--- src/rtl/mem_arbiter.sv ---
// mem_arbiter
//   Shares one byte-wide main-memory port between the instruction cache and
//   the data cache. Each grant moves one 4-byte line: icache fills, dcache
//   fills and dcache write-backs. Bytes go out one per cycle; a fill returns
//   the assembled line together with a one-cycle done pulse.
//
// Ports
//   clk, rst          clock; synchronous active-low reset (0 = reset)
//   i_req, i_addr     icache line-read request (held until i_done)
//   i_rdata, i_done   icache line result and completion pulse
//   d_req, d_we       dcache line request; d_we = 1 for write-back
//   d_addr, d_wdata   dcache line address and write-back line
//   d_rdata, d_done   dcache line result and completion pulse
//   mem_a, mem_dout   memory byte address and write byte
//   mem_wr            write strobe for mem_dout at mem_a
//   mem_din           read byte, one cycle after mem_a
module mem_arbiter #(
  parameter int ADDR_W = 32
) (
  input  logic              clk,
  input  logic              rst,
  input  logic              i_req,
  input  logic [ADDR_W-1:0] i_addr,
  output logic [31:0]       i_rdata,
  output logic              i_done,
  input  logic              d_req,
  input  logic              d_we,
  input  logic [ADDR_W-1:0] d_addr,
  input  logic [31:0]       d_wdata,
  output logic [31:0]       d_rdata,
  output logic              d_done,
  output logic [ADDR_W-1:0] mem_a,
  output logic [7:0]        mem_dout,
  output logic              mem_wr,
  input  logic [7:0]        mem_din
);

  typedef enum logic [1:0] {
    IDLE = 2'd0,
    BUSY = 2'd1,
    DONE = 2'd2
  } state_t;

  localparam logic OWN_I = 1'b0;
  localparam logic OWN_D = 1'b1;

  state_t            state;
  logic [2:0]        cnt;
  logic              owner;
  logic              last_grant;
  logic              we;
  logic [ADDR_W-1:0] base;
  logic [31:0]       wdata;
  logic [23:0]       line_lo;

  logic              grant_any;
  logic              grant_d;
  logic              grant_we;
  logic [ADDR_W-1:0] grant_base;

  // Round-robin: on a tie the requester that did not win last time goes.
  always_comb begin
    grant_any  = i_req | d_req;
    grant_d    = d_req & (~i_req | (last_grant == OWN_I));
    grant_we   = grant_d & d_we;
    grant_base = (grant_d ? d_addr : i_addr) & ~ADDR_W'(3);
  end

  // Lines are 4-byte aligned, so the byte offset never carries out of [1:0].
  function automatic logic [ADDR_W-1:0] byte_addr(input logic [ADDR_W-1:0] b,
                                                   input logic [1:0]        k);
    return b | ADDR_W'(k);
  endfunction

  function automatic logic [7:0] line_byte(input logic [31:0] w,
                                           input logic [1:0]  k);
    return w[8*k +: 8];
  endfunction

  always_ff @(posedge clk) begin
    if (!rst) begin
      state      <= IDLE;
      cnt        <= '0;
      owner      <= OWN_I;
      last_grant <= OWN_I;
      we         <= 1'b0;
      base       <= '0;
      wdata      <= '0;
      line_lo    <= '0;
      mem_a      <= '0;
      mem_dout   <= '0;
      mem_wr     <= 1'b0;
      i_done     <= 1'b0;
      d_done     <= 1'b0;
      i_rdata    <= '0;
      d_rdata    <= '0;
    end else begin
      i_done  <= 1'b0;
      d_done  <= 1'b0;
      i_rdata <= '0;
      d_rdata <= '0;
      case (state)
        IDLE: begin
          mem_a    <= '0;
          mem_wr   <= 1'b0;
          mem_dout <= '0;
          if (grant_any) begin
            owner      <= grant_d;
            last_grant <= grant_d;
            we         <= grant_we;
            base       <= grant_base;
            wdata      <= d_wdata;
            cnt        <= '0;
            line_lo    <= '0;
            // Outputs are registered, so byte 0 is presented on the first BUSY cycle.
            mem_a      <= grant_base;
            mem_wr     <= grant_we;
            mem_dout   <= grant_we ? d_wdata[7:0] : 8'h00;
            state      <= BUSY;
          end
        end
        BUSY: begin
          if (we) begin
            if (cnt == 3'd3) begin
              state    <= DONE;
              cnt      <= '0;
              mem_a    <= '0;
              mem_wr   <= 1'b0;
              mem_dout <= '0;
              i_done   <= (owner == OWN_I);
              d_done   <= (owner == OWN_D);
            end else begin
              cnt      <= cnt + 3'd1;
              mem_a    <= byte_addr(base, cnt[1:0] + 2'd1);
              mem_dout <= line_byte(wdata, cnt[1:0] + 2'd1);
            end
          end else begin
            // mem_din lags mem_a by one cycle, so byte k lands while cnt = k+1.
            cnt <= cnt + 3'd1;
            case (cnt)
              3'd1:    line_lo[7:0]   <= mem_din;
              3'd2:    line_lo[15:8]  <= mem_din;
              3'd3:    line_lo[23:16] <= mem_din;
              default: ;
            endcase
            if (cnt == 3'd4) begin
              state  <= DONE;
              cnt    <= '0;
              mem_a  <= '0;
              i_done <= (owner == OWN_I);
              d_done <= (owner == OWN_D);
              if (owner == OWN_I) i_rdata <= {mem_din, line_lo};
              else                d_rdata <= {mem_din, line_lo};
            end else if (cnt != 3'd3) begin
              // At cnt = 3 the address simply stays on byte 3 for the extra cycle.
              mem_a <= byte_addr(base, cnt[1:0] + 2'd1);
            end
          end
        end
        DONE: begin
          state <= IDLE;
        end
        default: begin
          state <= IDLE;
        end
      endcase
    end
  end

endmodule
--- config.mk ---
export PLATFORM = sky130hd
export DESIGN_NAME = mem_arbiter
export DESIGN_NICKNAME = d
export VERILOG_FILES = /design/src/rtl/mem_arbiter.sv
export SDC_FILE = /design/constraint.sdc
export NUM_CORES = 1
export LEC_CHECK = 0
export CORE_UTILIZATION = 50
export CTS_CLUSTER_DIAMETER = 200
export DETAILED_ROUTE_END_ITERATION = 10
export PLACE_DENSITY = 0.88
export SYNTH_ARGS = -nofsm -noshare
export SYNTH_HDL_FRONTEND = slang
export SYNTH_SLANG_ARGS = --single-unit
--- constraint.sdc ---
create_clock -name clk -period 6.1 [get_ports clk]
set_input_delay 1.22 -clock clk [delete_from_list [all_inputs] [get_ports clk]]
set_output_delay 1.22 -clock clk [all_outputs]
set_load 0.03 [all_outputs]
* Word level (Yosys, flattened, before mapping) *
Index checks and enable logic that the tools add are counted.

storage, ports and cells
  register bits = 200
  input port bits = 109
  output and inout port bits = 107
  logic and storage cells = 96

cells by class
  add/subtract/negate cells = 2
  equal/unequal tests = 15
  shifts and indexed selects = 1
  multiplexer cells = 38
  bitwise logic cells = 10
  reduce and logical (&&, ||, !) cells = 14

operators by type and width
  cell                                                                      number
  32-bit 2-to-1 mux                                                         6
  32-bit case mux with 2 select lines                                       1
  8-bit 2-to-1 mux                                                          7
  24-bit 2-to-1 mux                                                         2
  24-bit case mux with 2 select lines                                       1
  32-bit by 2-bit OR with 32-bit output                                     1
  32-bit by 6-bit indexed part select with 8-bit output                     1
  8-bit case mux with 2 select lines                                        1
  3-bit 2-to-1 mux                                                          4
  4-bit AND reduction                                                       3
  2-bit AND reduction                                                       5
  5-bit OR reduction                                                        2
  1-bit 2-to-1 mux                                                          9
  2-bit 2-to-1 mux                                                          4
  2-bit inequality test (second input constant)                             4
  3-bit by 2-bit == test with 1-bit output (second input constant)          2
  3-bit inequality test (second input constant)                             2
  3-bit case mux with 2 select lines                                        1
  3-bit AND reduction                                                       2
  1-bit NOT                                                                 5
  2-bit by 1-bit inequality test with 1-bit output (second input constant)  2
  4-bit inequality test (second input constant)                             1
  2-bit case mux with 2 select lines                                        1
  3-bit by 1-bit adder with 3-bit output (second input constant)            1
  other kinds (10)                                                          12

* Depth between registers and ports, before layout *
Gate-level depths: netlist (run 1).

  word-level depth = 7
  mapped depth = 8
  mapped depth without buffers = 6

* Least setup slack after synthesis (run 1) *
OpenSTA, ideal clock, no wires.

  path type = reg-to-reg
  start point = reg cnt[0]
  end point = reg mem_dout[0]
  library setup time = 0.120 ns
  arrival time = 2.233 ns
  required time = 5.980 ns
  path slack = 3.748 ns
  cell stages (with the launch flop) = 8
  buffers on the path = 2
  period minus slack after synthesis = 2.352 ns
  path through = dfxtp_1 clkbuf_1 inv_1 ha_1 clkbuf_1 mux4_2 nand2_1 a21oi_1

on the way
  word-level cells in the longest chain between the ends = 5
  elaborated cells on any way between the ends = 6

ends and longest elaborated chain
  item                                                   line  text
  start: declaration                                     48    logic [2:0] cnt;
  start signal: assignment                               133   cnt <= cnt + 3'd1;
  start signal: assignment                               139   cnt <= cnt + 3'd1;
  2-bit by 1-bit adder with 2-bit output                 135   mem_dout <= line_byte(wdata, cnt[1:0] + 2'd1);
  32-bit by 6-bit indexed part select with 8-bit output  77    return w[8*k +: 8];
  8-bit 2-to-1 mux *                                     124   if (cnt == 3'd3) begin
  8-bit 2-to-1 mux *                                     123   if (we) begin
  8-bit case mux with 2 select lines *                   102   case (state)
  end signal: assignment                                 118   mem_dout <= grant_we ? d_wdata[7:0] : 8'h00;
  end signal: assignment                                 135
  end: declaration                                       33    output logic [7:0] mem_dout,

Mark *: on every way between the ends. The rest lies on a longest branch, timed or not. The select of a mux whose other input is x is not followed.
A chain may end at the register's enable or synchronous reset.

* Worst setup path after layout (run 1) *
  start point = in i_req
  end point = reg base[9]

on the way
  word-level cells in the longest chain between the ends = 4
  elaborated cells on any way between the ends = 6

ends and longest elaborated chain
  item                    line  text
  start: declaration      22    input logic i_req,
  1-bit NOT               64    grant_d = d_req & (~i_req | (last_grant == OWN_I));
  1-bit OR                64
  1-bit AND               64
  32-bit 2-to-1 mux       66    grant_base = (grant_d ? d_addr : i_addr) & ~ADDR_W'(3);
  end signal: assignment  111   base <= grant_base;
  end: declaration        52    logic [ADDR_W-1:0] base;

Parallel ways exist; a longest one is shown, timed or not.

==> results of run 1 <==
==> worst paths after layout <==
kind                  from     endpoint  slack, ns  cells after the start
hold / removal    mem_a[0]     mem_a[0]       0.46                      2
setup / recovery     i_req      base[9]       2.57                      7
setup reg to reg    cnt[0]  i_rdata[31]       3.43                      7
hold reg to reg   mem_a[0]     mem_a[0]       0.46                      2
==> Yosys cell counts (all sizes together) <==
cell type / instances / area (um^2)
dfxtp: 200 / 4000
nor2: 87 / 327
nand2: 77 / 289
and2: 74 / 463
a21oi: 63 / 315
clkbuf: 62 / 233
o21ai: 50 / 250
mux2i: 45 / 450
a211oi: 32 / 265
nand4: 29 / 181
o311a: 29 / 290
nor3: 9 / 50.1
buf: 8 / 45.0
mux4: 8 / 180
o2111ai: 8 / 70.1
ha: 6 / 75.1
inv: 6 / 22.5
nand3: 3 / 15.0
and3: 2 / 12.5
nand3b: 2 / 15.0
nor2b: 2 / 12.5
or3b: 2 / 22.5
a21boi: 1 / 11.3
a21o: 1 / 7.51
a221oi: 1 / 8.76
a22oi: 1 / 7.51
a311oi: 1 / 8.76
a31o: 1 / 8.76
a31oi: 1 / 6.26
mux2: 1 / 11.3
nand2b: 1 / 6.26
o31ai: 1 / 7.51
or2: 1 / 6.26
==> state kept, by name, indices dropped and copies added (netlist names), 2 cells and up <==
signal / count
mem_a: 32
base: 30
i_rdata: 32
line_lo: 24
cnt: 3
wdata: 32
state: 2
d_rdata: 32
mem_dout: 8
==> layer usage <==
metal	global-route usage [%]	vias up	wire, um
met5	0	-	0
li1	-	3205	-
met1	31.9	2986	8480
met2	40.5	265	9040
met3	5.86	27	1310
met4	9.21	0	332
==> worst min-delay path, stage by stage (launching register included) <==
cell and delay (ns):
dfxtp_1 0.31, nand2_1 0.05, a21oi_1 0.05
==> layout make-up <==
type	instances	area share, %
sequential	200	38.1
multi-input combinational	539	32.6
timing repair buffer	223	21.0
clock buffer	17	4.05
tap	184	2.19
clock inverter	15	1.85
inverter	6	0.214
==> logic make-up after synthesis <==
family | Yosys count | share of synthesized area, %
compound gates | 190 | 16.4
simple gates | 289 | 18.2
fa+ha+maj | 6 | 0.978
mux | 54 | 8.36
buf+inv | 76 | 3.91
flops | 200 | 52.1
==> power by group through the flow <==
stage	Sequential [mW]	Combinational (mW)	Clock, mW
4_1_cts	1.42	0.452	1.18
2_1_floorplan	1.48	0.237	0
5_1_grt	1.43	0.492	1.24
6_report	1.42	0.452	1.16
3_3_place_gp	1.45	0.442	0
3_5_place_dp	1.45	0.449	0
==> cells in the final DEF (no fill, tap or decap), drive strengths merged, types with 32 or more instances in the layout <==
master,n
clkdlybuf4s50,211
dfxtp,200
nor2,87
nand2,77
and2,74
a21oi,63
o21ai,50
mux2i,45
a211oi,32
==> per-stage QoR <==
stage | area, um^2 | std cells | util, % | hold WS, ns | power, mW
after floorplan | 7680 | 815 | - | 0.433 | 1.72
after global placement | 9880 | 1152 | 67.0 | 0.438 | 1.89
after detailed placement | 9880 | 1152 | 67.0 | 0.447 | 1.90
after CTS | 10500 | 1184 | 71.2 | 0.456 | 3.05
after global routing | 10500 | 1184 | 71.2 | 0.476 | 3.16
final | 10500 | 1184 | 71.2 | 0.456 | 3.04
==> results by group, run 1 <==
Place
  – Port buffer count: 211
  – HPWL after DPL: 12.6 mm
  – Pre-CTS setup slack: 2.21 ns
  – Routability congestion estimate: 0.832

CTS
  – Setup Buffers After CTS: 0
  – CTS tree: yes
  – Clock root cell: clkbuf_16
  – # resized after CTS: 0
  – Number of buffers created by CTS: 17
  – Htree depth: 4
  – Clock buffer depth: 2
  – Clk_lat worst skew: 0.43 ns
  – Sink Count: 200
  – Hold buffer count at cts: 0
  – CTS clock-pin slew for the worst setup and hold paths: 0.07 ns

STA
  – Slew @ Worst Pin: 1.16 ns
  – Final WS setup: 2.57 ns
  – Fmax: 284 MHz
  – Relative slew slack: 22.3%
  – Final Max Tran Viols: 0
  – Final setup violation count: 0
  – Crit path time final: 3.53 ns
  – Final period util: 57.8%
  – Hold Fails Final Rpt: 0
  – Total negative slack: 0 ns
  – RSZ-0062 raised after global routing: false
  – Clk_skew: 0.00860 ns

Synthesis
  – YS warnings: 0
  – Syn avg cell area: 9.42 um^2
  – Cell count after synthesis: 815
  – Seq/Total Area, Yosys: 52.1%
  – Seq cells post-synth: 200
  – Post-synth net total: 930
  – Syn Std Cell Area: 7680 um^2
  – Synth cell types: 38

Power
  – Switching Fraction: 26.1%
  – Int Power: 2.24 mW
  – Sw Pwr: 0.794 mW
  – Clock network power share: 38.3%
  – VDD IR-drop max: 218 uV
  – Pwr/cell area: 289 nW/um^2
  – Combinational power share: 14.9%
  – Register share of total power: 46.9%
  – Lkg Pwr: 4.02 nW

Global routing
  – GR Overflow Total: 0
  – Wire length of the first global-routing pass: 31.2 mm
  – Gr usage total: 24.8%
  – Vias in the first global route: 6161
  – Initial antenna violation count: 0
  – Largest net degree at the start of global routing: 93

Floorplanning
  – Core footprint: 14800 um^2
  – Initial core utilization: 52.0%
  – Die extent in y: 126 um
  – Die width: 126 um
  – Die area: 15900 um^2
  – Num ports: 216
  – Num rows: 44

Run status
  – Status: finished, final reports clean

Layout
  – Final net count: 1102
  – FILL cells: 1088
  – Area delta synth->final: 36.7%
  – Area of the multi-input gates: 3420 um^2
  – FF/Latch Area: 4000 um^2
  – Share of cells above drive strength 1: 6.80%
  – Inserted Diodes: 0

Critical path
  – Crit-path slowest cell: buf_4
  – CP required: 6.43 ns
  – Critical Path Source Type: input pin
  – Kind of critical path: input pin to register
  – CP delay by family, top: buffers and inverters
  – Worst path bufs/invs: 3
  – CP arrival: 3.86 ns
  – Most numerous cell on the critical path: buf_4
  – Crit path cell chain: clkdlybuf4s50_1 -> nor2_2 -> buf_4 -> nor3_2 -> buf_4 -> nor2_1 -> a211oi_1
  – Nature of the critical path endpoint: register
  – Slowest stage delay, CP: 0.79 ns
  – CP max FO: 92

Route
  – Post-route ant nets: 0
  – Wire per inst: 16.2 um
  – First-pass DRT Iterations: 5
  – Vias per std cell: 5.48
  – # DRC: 0
  – Drt total wl: 19.2 mm
  – Initial DRC count: 485
  – Vias: 6483

Hold path
  – Worst Hold Class: register to register

Run
  – Max Cap Viol: 0
No activity file was read; power rests on OpenSTA's default activity.
==> inputs of run 2 (changes only) <==
--- a/config.mk
+++ b/config.mk
@@ -5,10 +5,10 @@
 export SDC_FILE = /design/constraint.sdc
 export NUM_CORES = 1
 export LEC_CHECK = 0
-export CORE_UTILIZATION = 50
+export CORE_UTILIZATION = 48
 export CTS_CLUSTER_DIAMETER = 200
 export DETAILED_ROUTE_END_ITERATION = 10
-export PLACE_DENSITY = 0.88
+export PLACE_DENSITY = 0.85
 export SYNTH_ARGS = -nofsm -noshare
 export SYNTH_HDL_FRONTEND = slang
 export SYNTH_SLANG_ARGS = --single-unit
==> constraint.sdc (replaced) <==
create_clock -name clk -period 3.4 [get_ports clk]
set_input_delay 0.68 -clock clk [delete_from_list [all_inputs] [get_ports clk]]
set_output_delay 0.68 -clock clk [all_outputs]
set_load 0.03 [all_outputs]
==> run 2 against run 1 <==
Critical path type is now register to register; largest power group unchanged; wire length is 1.8% higher; largest cell class unchanged; clock skew grew 0.0012 ns; non-clock buffer count up 5; clock power rose by 72%.
==> results by group, run 2 (synthesis results as in run 1) <==
Run status
  – Status: finished, final reports clean

Floorplanning
  – Initial core utilization: 49.8% (-2.3 points)
  – Die area: 16500 um^2 (+4.1%)
  – Num ports: 216 (unchanged)
  – Num rows: 45 (+2.3%)
  – Die width: 128 um (+2.0%)
  – Die extent in y: 128 um (+2.0%)
  – Core footprint: 15400 um^2 (+4.6%)

Route
  – Initial DRC count: 494 (+1.9%)
  – Vias per std cell: 5.41 (-1.3%)
  – Vias: 6573 (+1.4%)
  – Wire per inst: 16.0 um (-0.83%)
  – DR WL met2: 9.46 mm (+4.6%)
  – # DRC: 0 (unchanged)
  – Wl on met1: 8.35 mm (-1.6%)
  – Top Layer Used: met4
  – Post-route ant nets: 0 (unchanged)
  – First-pass DRT Iterations: 5 (unchanged)
  – Wire length on met3: 1.29 mm (-0.84%)
  – Drt total wl: 19.5 mm (+1.8%)

Place
  – Placed insts: 1184 (+2.8%)
  – HPWL after DPL: 13.2 mm (+5.3%)
  – Placed Area: 9990 um^2 (+1.1%)
  – Port buffer count: 211 (unchanged)
  – Routability congestion estimate: 0.831 (-0.11%)

CTS
  – # resized after CTS: 0 (unchanged)
  – Number of buffers created by CTS: 17 (unchanged)
  – CTS tree: yes
  – Clock root cell: clkbuf_16
  – Sink Count: 200 (unchanged)
  – Hold buffer count at cts: 0 (unchanged)
  – Clock buffer depth: 2 (unchanged)
  – Clk_lat worst skew: 0.42 ns (about the same)
  – Setup Buffers After CTS: 0 (unchanged)
  – Htree depth: 4 (unchanged)
  – CTS clock-pin slew for the worst setup and hold paths: 0.07 ns (about the same)

Run
  – Max Cap Viol: 0 (unchanged)

Layout
  – FILL cells: 1229 (+13%)
  – Core Util, Final: 68.6% (-2.6 points)
  – Inserted Diodes: 0 (unchanged)
  – Finished Cell Area: 10600 um^2 (+0.77%)
  – Area delta synth->final: 37.8%
  – Most frequent cells in the layout: clkdlybuf4s50_1 (211), dfxtp_1 (200), nor2_1 (86), nand2_1 (77), and2_1 (74)
  – Share of cells above drive strength 1: 7.26% (+0.46 points)
  – Area of the multi-input gates: 3420 um^2 (unchanged)
  – Non-filler instance count after layout: 1216 (+2.7%)
  – Final net count: 1107 (+0.45%)
  – FF/Latch Area: 4000 um^2 (unchanged)
  – Most common cell after layout, fill and taps aside: clkdlybuf4s50_1

Critical path
  – Nature of the critical path endpoint: register
  – CP arrival: 2.71 ns (-1.15 ns)
  – R2R setup slack: 0.99 ns (-2.44 ns)
  – CP required: 3.71 ns (-2.72 ns)
  – Kind of critical path: register to register
  – Critical Path Source Type: register
  – CP max FO: 16 (-83%)

Hold path
  – Worst Hold Class: register to register

STA
  – Relative slew slack: 47.0% (+25 points)
  – RSZ-0062 raised after global routing: false
  – Clk_skew: 0.00978 ns (+0.00118 ns)
  – Crit path time final: 2.41 ns
  – Slew @ Worst Pin: 0.792 ns (-0.370 ns)
  – Final setup violation count: 0 (unchanged)
  – Final Max Tran Viols: 0 (unchanged)
  – Hold Fails Final Rpt: 0 (unchanged)
  – Total negative slack: 0 ns (unchanged)
  – Final period util: 70.8%
  – Fmax: 416 MHz

Global routing
  – Vias in the first global route: 6182 (+0.34%)
  – Gr usage total: 24.1% (-0.72 points)
  – Wire length of the first global-routing pass: 31.0 mm (-0.71%)
  – Initial antenna violation count: 0 (unchanged)
  – Largest net degree at the start of global routing: 64 (-31%)
  – GR Overflow Total: 0 (unchanged)

Power
  – Pwr/cell area: 508 nW/um^2 (+76%)
  – Lkg Pwr: 4.05 nW (+0.96%)
  – VDD IR-drop max: 341 uV (+57%)
run 2: cell count changes in the layout (fill, tap and decap cells not counted):
cell and change:
clkinv_4 +1, bufinv_16 -1, buf_12 +3, inv_8 -1, inv_6 +2, buf_4 +2
clkinvlp_4 -3, clkinv_2 +2
run 2: through the flow:
stage,worst slack (ns),hold WS (ns),power (mW)
after global placement,0.833,0.439,3.41
after global routing,0.846,0.477,5.59
after floorplan,1.05,0.433,3.09
final,0.994,0.456,5.38
after detailed placement,0.775,0.447,3.43
after CTS,1.02,0.457,5.41
run 2: final timing paths:
| check | start | endpoint | cells after the start |
|---|---|---|---|
| worst max register to register | cnt[0] | mem_a[31] | 7 |
| worst min-delay path | mem_a[0] | mem_a[0] | 2 |
| worst max-delay path | cnt[0] | mem_a[31] | 7 |
| worst min register to register | mem_a[0] | mem_a[0] | 2 |
run 2: area by class of cell:
cell class                 instances  share of cell area (%)
clock buffer                      17                    4.02
clock inverter                    15                    1.57
inverter                           6                   0.213
multi-input combinational        539                    32.3
sequential                       200                    37.8
tap                              211                    2.49
timing repair buffer             228                    21.5
run 2: power breakdown:
group | leakage [nW] | internal [mW] | total [mW] | switching [mW]
combinational | 2.12 | 0.391 | 0.829 | 0.438
sequential | 1.64 | 2.47 | 2.55 | 0.0788
clock | 0.295 | 1.10 | 2.00 | 0.896
run 2: routing by layer:
| layer | track usage (%) | up-vias |
|---|---|---|
| met5 | 0 | - |
| met4 | 10.2 | 0 |
| met3 | 5.28 | 26 |
| met2 | 40.7 | 260 |
| met1 | 29.6 | 3076 |
| li1 | - | 3211 |
run 2: critical path: stages, from the launching register on:
cell      delay [ns]
dfxtp_1         0.34
buf_4           0.19
inv_1           0.13
ha_1            0.18
nand3b_1        0.55
and3_1          0.49
a221oi_1        0.32
nor2_1          0.08
